<file path="config.mk">
export PLATFORM = sky130hd
export DESIGN_NAME = ecc_seq_flat
export DESIGN_NICKNAME = d
export VERILOG_FILES = /design/src/rtl/ecc_seq_if.sv /design/src/rtl/ecc_seq.sv /design/src/flat_wrapper.sv
export SDC_FILE = /design/constraint.sdc
export NUM_CORES = 1
export LEC_CHECK = 0
export CAP_MARGIN = 20
export CORE_MARGIN = 2
export CORE_UTILIZATION = 40
export DETAILED_ROUTE_END_ITERATION = 16
export PLACE_DENSITY = 0.75
export REMOVE_ABC_BUFFERS = 1
export SLEW_MARGIN = 20
export SYNTH_ARGS = -nofsm -noshare
export SYNTH_HDL_FRONTEND = slang
export SYNTH_SLANG_ARGS = --single-unit
</file>
<file path="constraint.sdc">
create_clock -name clk -period 1.66 [get_ports clk]
set_input_delay 0.332 -clock clk [delete_from_list [all_inputs] [get_ports clk]]
set_output_delay 0.332 -clock clk [all_outputs]
set_load 0.01 [all_outputs]
</file>
<file path="src/rtl/ecc_seq_if.sv">
// Sequencer bus: host start/done control, microcode ROM port and datapath dispatch handshake.
// master = sequencer side, slave = host/ROM/datapath side.
interface ecc_seq_if;
  logic        start;
  logic [7:0]  ins_addr;
  logic [19:0] ins_read;
  logic        op_valid;
  logic        op_ready;
  logic [2:0]  op_code;
  logic        op_flag;
  logic [7:0]  op_a;
  logic [7:0]  op_b;
  logic        busy;
  logic        done;
  logic        loop_err;

  modport master (
    input  start, ins_read, op_ready,
    output ins_addr, op_valid, op_code, op_flag, op_a, op_b, busy, done, loop_err
  );

  modport slave (
    output start, ins_read, op_ready,
    input  ins_addr, op_valid, op_code, op_flag, op_a, op_b, busy, done, loop_err
  );
endinterface

</file>
<file path="src/rtl/ecc_seq.sv">
// ECC coprocessor microcode sequencer: walks the microcode ROM, dispatches datapath ops over
// valid/ready and optionally runs a single-level hardware loop.
// Optional feature: define ECC_SEQ_LOOP_EN to build the hardware loop and loop_err tracking;
// without it LOOP decodes as NOP and loop_err is tied low.
module ecc_seq #(
  parameter int unsigned PROG_LEN = 77
) (
  input logic        clk,
  input logic        rst,
  ecc_seq_if.master  bus_io
);

  typedef enum logic [1:0] {StIdle, StRun, StIssue, StDone} state_e;

  localparam logic [2:0] OpNop  = 3'b000;
  localparam logic [2:0] OpLoop = 3'b010;
  // 9-bit so a 256-word program terminates instead of wrapping
  localparam logic [8:0] ProgEnd = 9'(PROG_LEN);

  state_e      state_q, state_d;
  logic [8:0]  pc_q, pc_d;
  logic        op_valid_q, op_valid_d;
  logic [2:0]  op_code_q, op_code_d;
  logic        op_flag_q, op_flag_d;
  logic [7:0]  op_a_q, op_a_d;
  logic [7:0]  op_b_q, op_b_d;

  logic [2:0]  opcode;
  logic        flag;
  logic [7:0]  fld_a, fld_b;
  logic [8:0]  adv_pc;
  logic        adv_req;

  assign opcode = bus_io.ins_read[19:17];
  assign flag   = bus_io.ins_read[16];
  assign fld_a  = bus_io.ins_read[15:8];
  assign fld_b  = bus_io.ins_read[7:0];

`ifdef ECC_SEQ_LOOP_EN
  logic        lp_active_q, lp_active_d;
  logic [8:0]  lp_start_q, lp_start_d;
  logic [8:0]  lp_end_q, lp_end_d;
  logic [7:0]  lp_cnt_q, lp_cnt_d;
  logic        loop_err_q, loop_err_d;
  logic        loop_hit;
  logic        loop_dec;

  assign loop_hit = lp_active_q && (pc_q == lp_end_q);
  assign loop_dec = (state_q == StRun) && (opcode == OpLoop);
  // Loop load uses the pre-load state: a fresh loop can never hit its end on the LOOP word itself
  assign adv_pc   = (loop_hit && (lp_cnt_q != 8'd0)) ? lp_start_q : pc_q + 9'd1;

  // Loop bookkeeping: clear on accepted start, load/flag on LOOP, count down at body end
  always_comb begin
    lp_active_d = lp_active_q;
    lp_start_d  = lp_start_q;
    lp_end_d    = lp_end_q;
    lp_cnt_d    = lp_cnt_q;
    loop_err_d  = loop_err_q;
    if ((state_q == StIdle) && bus_io.start) begin
      lp_active_d = 1'b0;
      lp_start_d  = '0;
      lp_end_d    = '0;
      lp_cnt_d    = '0;
      loop_err_d  = 1'b0;
    end else begin
      if (loop_dec) begin
        if (lp_active_q) begin
          loop_err_d = 1'b1;
        end else if ((fld_a != 8'd0) && (fld_b != 8'd0)) begin
          lp_active_d = 1'b1;
          lp_start_d  = pc_q + 9'd1;
          lp_end_d    = pc_q + {1'b0, fld_b};
          lp_cnt_d    = fld_a - 8'd1;
        end
      end
      if (adv_req && loop_hit) begin
        if (lp_cnt_q != 8'd0) lp_cnt_d = lp_cnt_q - 8'd1;
        else                  lp_active_d = 1'b0;
      end
    end
  end

  // Loop state registers
  always_ff @(posedge clk or posedge rst) begin
    if (rst) begin
      lp_active_q <= 1'b0;
      lp_start_q  <= '0;
      lp_end_q    <= '0;
      lp_cnt_q    <= '0;
      loop_err_q  <= 1'b0;
    end else begin
      lp_active_q <= lp_active_d;
      lp_start_q  <= lp_start_d;
      lp_end_q    <= lp_end_d;
      lp_cnt_q    <= lp_cnt_d;
      loop_err_q  <= loop_err_d;
    end
  end

  assign bus_io.loop_err = loop_err_q;
`else
  assign adv_pc          = pc_q + 9'd1;
  assign bus_io.loop_err = 1'b0;
`endif

  // Sequencer next state: decode, dispatch handshake, PC advance and termination
  always_comb begin
    state_d    = state_q;
    pc_d       = pc_q;
    op_valid_d = op_valid_q;
    op_code_d  = op_code_q;
    op_flag_d  = op_flag_q;
    op_a_d     = op_a_q;
    op_b_d     = op_b_q;
    adv_req    = 1'b0;
    unique case (state_q)
      StIdle: begin
        pc_d = '0;
        if (bus_io.start) state_d = StRun;
      end
      StRun: begin
        if ((opcode == OpNop) || (opcode == OpLoop)) begin
          adv_req = 1'b1;
        end else begin
          op_code_d  = opcode;
          op_flag_d  = flag;
          op_a_d     = fld_a;
          op_b_d     = fld_b;
          op_valid_d = 1'b1;
          state_d    = StIssue;
        end
      end
      StIssue: begin
        if (bus_io.op_ready) begin
          op_valid_d = 1'b0;
          adv_req    = 1'b1;
          state_d    = StRun;
        end
      end
      StDone: begin
        state_d = StIdle;
        pc_d    = '0;
      end
      default: state_d = StIdle;
    endcase
    // Termination beats any loop-back target past the program end
    if (adv_req) begin
      if (adv_pc == ProgEnd) begin
        state_d = StDone;
        pc_d    = '0;
      end else begin
        pc_d = adv_pc;
      end
    end
  end

  // Sequencer state registers
  always_ff @(posedge clk or posedge rst) begin
    if (rst) begin
      state_q    <= StIdle;
      pc_q       <= '0;
      op_valid_q <= 1'b0;
      op_code_q  <= '0;
      op_flag_q  <= 1'b0;
      op_a_q     <= '0;
      op_b_q     <= '0;
    end else begin
      state_q    <= state_d;
      pc_q       <= pc_d;
      op_valid_q <= op_valid_d;
      op_code_q  <= op_code_d;
      op_flag_q  <= op_flag_d;
      op_a_q     <= op_a_d;
      op_b_q     <= op_b_d;
    end
  end

  assign bus_io.ins_addr = pc_q[7:0];
  assign bus_io.op_valid = op_valid_q;
  assign bus_io.op_code  = op_code_q;
  assign bus_io.op_flag  = op_flag_q;
  assign bus_io.op_a     = op_a_q;
  assign bus_io.op_b     = op_b_q;
  assign bus_io.busy     = (state_q != StIdle);
  assign bus_io.done     = (state_q == StDone);

endmodule

</file>
<file path="src/flat_wrapper.sv">
// flat-port wrapper written by rule: the top's interface ports become plain ports
module ecc_seq_flat 
#(
  parameter int unsigned PROG_LEN = 77
)
  (clk, rst, bus_io_start, bus_io_ins_read, bus_io_op_ready, bus_io_ins_addr, bus_io_op_valid, bus_io_op_code, bus_io_op_flag, bus_io_op_a, bus_io_op_b, bus_io_busy, bus_io_done, bus_io_loop_err);
  ecc_seq_if bus_io_i ();
  input logic clk;
  input logic rst;
  input wire logic [$bits(bus_io_i.start)-1:0] bus_io_start;
  input wire logic [$bits(bus_io_i.ins_read)-1:0] bus_io_ins_read;
  input wire logic [$bits(bus_io_i.op_ready)-1:0] bus_io_op_ready;
  output wire logic [$bits(bus_io_i.ins_addr)-1:0] bus_io_ins_addr;
  output wire logic [$bits(bus_io_i.op_valid)-1:0] bus_io_op_valid;
  output wire logic [$bits(bus_io_i.op_code)-1:0] bus_io_op_code;
  output wire logic [$bits(bus_io_i.op_flag)-1:0] bus_io_op_flag;
  output wire logic [$bits(bus_io_i.op_a)-1:0] bus_io_op_a;
  output wire logic [$bits(bus_io_i.op_b)-1:0] bus_io_op_b;
  output wire logic [$bits(bus_io_i.busy)-1:0] bus_io_busy;
  output wire logic [$bits(bus_io_i.done)-1:0] bus_io_done;
  output wire logic [$bits(bus_io_i.loop_err)-1:0] bus_io_loop_err;
  assign bus_io_i.start = bus_io_start;
  assign bus_io_i.ins_read = bus_io_ins_read;
  assign bus_io_i.op_ready = bus_io_op_ready;
  assign bus_io_ins_addr = bus_io_i.ins_addr;
  assign bus_io_op_valid = bus_io_i.op_valid;
  assign bus_io_op_code = bus_io_i.op_code;
  assign bus_io_op_flag = bus_io_i.op_flag;
  assign bus_io_op_a = bus_io_i.op_a;
  assign bus_io_op_b = bus_io_i.op_b;
  assign bus_io_busy = bus_io_i.busy;
  assign bus_io_done = bus_io_i.done;
  assign bus_io_loop_err = bus_io_i.loop_err;
  ecc_seq #(.PROG_LEN(PROG_LEN)) u_core (.clk(clk), .rst(rst), .bus_io(bus_io_i));
endmodule
</file>
# Yosys cells after proc, flatten, opt, wreduce, memory -nomap -nowiden
# Index checks and enable logic that the tools add are counted.
# totals
word_cells	40
input_bits	24
ff_bits	32
output_inout_bits	32
# op_classes
reduce_logical	9
muxes	15
bitwise	1
n_eq_ne	7
add_sub_neg	1
# ops
cell	n
2-to-1 mux 9 bit	3
2-to-1 mux 2 bit	5
adder 9 x 1 -> 9 bit (second input constant)	1
equality test 9 x 7 -> 1 bit (second input constant)	1
one-hot mux 2 bit (4 select lines)	1
nonzero test 2 bit	3
equality test 2 bit (second input constant)	2
2-to-1 mux 1 bit	4
inequality test 2 bit (second input constant)	2
one-hot mux 1 bit (2 select lines)	2
equality test 3 x 2 -> 1 bit (second input constant)	1
logical NOT 3 bit	1
AND reduction 3 bit	1
equality test 2 x 1 -> 1 bit (second input constant)	1
logical NOT 2 bit	1
AND reduction 2 bit	1
OR reduction 2 bit	1
logical OR 1 bit	1
NOT 1 bit	1

# Logic depth before layout (Yosys ltp)
# depth
ltp_word	6
ltp_mapped	7

# Least setup slack after synthesis
# OpenSTA, ideal clock, no wires.
# synth_timing
path_type	register to register
from	reg u_core.state_q[1]
to	reg u_core.pc_q[8]
path_stages_with_launch	8
n_path_buf	0
synth_period_minus_slack_ns	1.709
t_required_ns	1.541
setup_time_ns	0.119
arrival_ns	1.590
slack_ns	-0.049
path_cell_list	dfrtp_1 -> inv_1 -> ha_1 -> nor3b_2 -> a21oi_2 -> nor4b_2 -> xor2_1 -> and2_1
# synth_via
elab_chain_cells	3
word_cells_on_any_way	8
cone_classes	3 x eq/ne; 2 x mux; 3 x reduce/logical
# synth_lines
item	line	text
from (decl)	ecc_seq.sv:20	state_e state_q, state_d;
from (signal assigned)	ecc_seq.sv:161	state_q <= StIdle;
from (signal assigned)	ecc_seq.sv:169	state_q <= state_d;
equality test 2 bit, or another cell as far along	ecc_seq.sv:117	unique case (state_q)
one-hot mux 1 bit (2 select lines) or OR reduction 2 bit (tied branches)	-	
2-to-1 mux 9 bit or nonzero test 2 bit (tied branches)	-	
to (signal assigned)	ecc_seq.sv:170	pc_q <= pc_d;
to (decl)	ecc_seq.sv:21	logic [8:0] pc_q, pc_d;
# Several ways; a longest one is shown, not always the timed one.
# A chain may end at the register's enable or synchronous reset.

# Final worst setup path
# layout_timing
from	reg u_core.pc_q[0]
to	reg u_core.pc_q[2]
# layout_via
elab_chain_cells	4
# layout_lines
item	line	text
adder 9 x 1 -> 9 bit *	ecc_seq.sv:103	assign adv_pc = pc_q + 9'd1;
equality test 9 x 7 -> 1 bit	ecc_seq.sv:149	if (adv_pc == ProgEnd) begin
2-to-1 mux 9 bit *	ecc_seq.sv:149	
2-to-1 mux 9 bit *	ecc_seq.sv:148	if (adv_req) begin
# Mark *: on every way between the ends. The rest lies on a longest branch, timed or not.

==> impl_results.md <==
- CP max FO: 5
- Final min period: 1.67 ns
- Switching share of power: 33.0%
- Wire per inst: 14.6 um
- Finished Core Util: 63.8%
- DR pass1 iterations: 4
- Fin. max-slew vios: 0
- GRT Total Usage: 16.6%
- CTS Buf Count: 5
- Clock Tree Buf Depth: 2
- EDFF count, synth: 0
- CTS sink cnt: 32
- Vias/cell: 5.16
- Cells after Synth: 146
- Leakage: 1.11 nW
- #FFs+latches synth: 32
- Nets@finish: 250
- Die width: 68.0 um
- Final ANT Viol Nets: 0
- Primary FF master, synth: dfrtp_1
- Req. time, crit path: 1.82 ns
- RSZ-0062 raised after global routing: yes
- WP data arrival: 1.82 ns
- FP Rows: 23
- P per Cell Area: 1530 nW/um2
- Seq pwr share: 32.3%
- Core Region: 3970 um2
- Die ar.: 4620 um2
- Synthesized area: 1640 um2
- Max VDD drop: 659 uV
- Status: complete, but fails checks
- Setup WS post-layout: -0.00514 ns
- FMAX: 601 MHz
- Fin. Hold Viols: 0
- Initial DRC count: 62
- Top cells by area, synth: dfrtp_1 49%, mux2_2 12%, ha_1 5.3%, buf_4 4.1%, nand2_1 3.7%
- First-pass GRT wire length: 5690 um
- Die Ht: 68.0 um
- Failing checks: negative setup slack
- Initial Util: 41.2%
- Asr flop ratio synth: 100%
- Endpoints failing setup: 1
- WHS: 0.436 ns
- Sequential area share after synthesis: 48.9%
- Avg Cell Area, Syn: 11.2 um2
- Vias: 1389
- Synthesis-to-finish area growth: 54.6%
- DRC viols: 0
- WL final: 3920 um
- Gpl congestion: 0.870
- Largest net degree at the start of global routing: 33
- Vias in the first global route: 1308
- I/O Buffers: 54
- # H-tree levels: 2
- Total grt overflow: 0
- P_int: 2.60 mW
- Cell area after layout: 2530 um2
- Fin crit share: 100%
- Cell Area, Placed: 2310 um2
- Crit path capture type: flip-flop
- Proportion of power drawn by combinational gates: 51.4%
- Post-synth top area share: 48.9%
- Distinct cells, synth: 35
- Hold crit path type: input port to async pin
- P_sw: 1.28 mW
- CP Class: flip-flop to flip-flop
- Critical Path Start Type: flip-flop
- YS warnings: 0
- Ant. Diodes: 0
- Worst clock skew: 0.0117 ns
- CTS root buf: clkbuf_8
- Max cap viols: 0
- Layout cells sized above 1: 32.4%
- Synth area leader: dfrtp_1
- Reg clk slew, reported paths: 0.07 ns
- CTS tree: built
- Initial antenna violation count: 0
- Clk pwr share: 16.3%
- Clk Latency, worst-skew pair: 0.28 ns
- I/O pins: 56
- Hold bufs inserted after CTS: 0
- Dpl ws: -0.294 ns
- DPL Wire Length: 2710 um
## state kept, by name, summed over array words and instances, names as in the netlist
register / cells
u_core.pc_q: 9
u_core.bus_io.op_a: 8
u_core.bus_io.op_b: 8
u_core.bus_io.op_code: 3
u_core.state_q: 2
u_core.bus_io.op_flag: 1
u_core.bus_io.op_valid: 1
## timing repair
| action | 4_1_cts | 5_1_grt |
|---|---|---|
| setup buffers | 2 | 2 |
| cloned | 0 | 1 |
| setup endpoints to repair | 9 | 14 |
| pin swaps | 4 | 5 |
| resized for setup | 6 | 22 |
## cells in the final DEF (no fill, tap or decap), drive strengths merged, types with 2 or more instances in the layout
cell type      synthesis  layout
nor3                   5       5
nor2                   2       2
a21boi                 3       3
xor2                   3       3
a31oi                  2       2
inv                    8       8
clkbuf                 0       9
nand3                  7       7
mux2                  18      18
ha                     7       7
dfrtp                 32      32
clkdlybuf4s50          0      50
nor3b                  2       2
nand2                 16      16
and2                   4       4
xnor2                  3       3
buf                   11      22
o2111ai                1       2
a21oi                  4       4
o21ai                  6       6
## synth_stat cells (2+ instances only)
cell type / instances
a21boi_1: 3
a21oi_1: 3
a31oi_1: 2
and2_1: 4
buf_2: 2
buf_4: 9
dfrtp_1: 32
ha_1: 7
inv_1: 8
mux2_2: 18
nand2_1: 16
nand3_1: 6
nor2_1: 2
nor3_1: 5
o21ai_0: 5
xnor2_1: 3
xor2_1: 3
## power groups by stage
stage               Clock [mW]  Combinational [mW]  Sequential [mW]
floorplan                    0               0.763             1.38
global placement             0                1.86             1.22
detailed placement           0                1.93             1.25
CTS                      0.645                1.93             1.23
global route             0.694                2.14             1.29
finish                   0.630                1.99             1.25
## worst max-delay path: stages, from the launching register on
cell	delay (ns)
dfrtp_1	0.43
inv_1	0.10
ha_1	0.16
nor3b_2	0.40
o2111ai_4	0.23
nand4b_1	0.15
a31oi_1	0.09
## stage by stage
step	std cells	setup TNS (ns)	total power, mW
global placement	257	-1.64	3.08
finish	269	-0.00514	3.87
global route	269	-0.498	4.12
detailed placement	257	-2.36	3.18
floorplan	135	-15.32	2.15
CTS	266	0	3.81
## kinds of logic after synthesis
logic type / synth area share [%]
simple gates: 15.1
flops: 48.9
compound gates: 8.33
buf+inv: 6.57
mux: 12.4
fa+ha+maj: 5.35
xor+xnor: 3.21
other cells: 0.229
## final timing paths
kind / start / to / slack [ns] / depth (start not counted)
setup / recovery: u_core.pc_q[0]$_DFFE_PP0P_ / u_core.pc_q[2]$_DFFE_PP0P_ / -0.005 / 6
hold / removal: rst / u_core.pc_q[1]$_DFFE_PP0P_ / 0.44 / 3
setup reg to reg: u_core.pc_q[0]$_DFFE_PP0P_ / u_core.pc_q[2]$_DFFE_PP0P_ / -0.005 / 6
hold reg to reg: u_core.bus_io.op_code[0]$_DFFE_PP0P_ / u_core.bus_io.op_code[0]$_DFFE_PP0P_ / 0.49 / 2
max in group asynchronous: rst / u_core.pc_q[5]$_DFFE_PP0P_ / 0.91 / 3
min in group clk: u_core.bus_io.op_code[0]$_DFFE_PP0P_ / u_core.bus_io.op_code[0]$_DFFE_PP0P_ / 0.49 / 2
## per-layer routing
metal	track usage (%)	up-vias	share of wire, %
met4	6.00	0	0.97
met2	30.2	66	51
li1	-	643	-
met3	4.93	6	8.2
met5	0	-	0
met1	18.0	674	40
## layout make-up
cell class | count | area, um2
clock buffer | 7 | 96.3
fill | 303 | 1440
inverter | 8 | 30.0
multi-input combinational | 96 | 828
sequential | 32 | 806
tap | 50 | 62.6
timing repair buffer | 76 | 709
No activity file was read; power rests on OpenSTA's default activity.
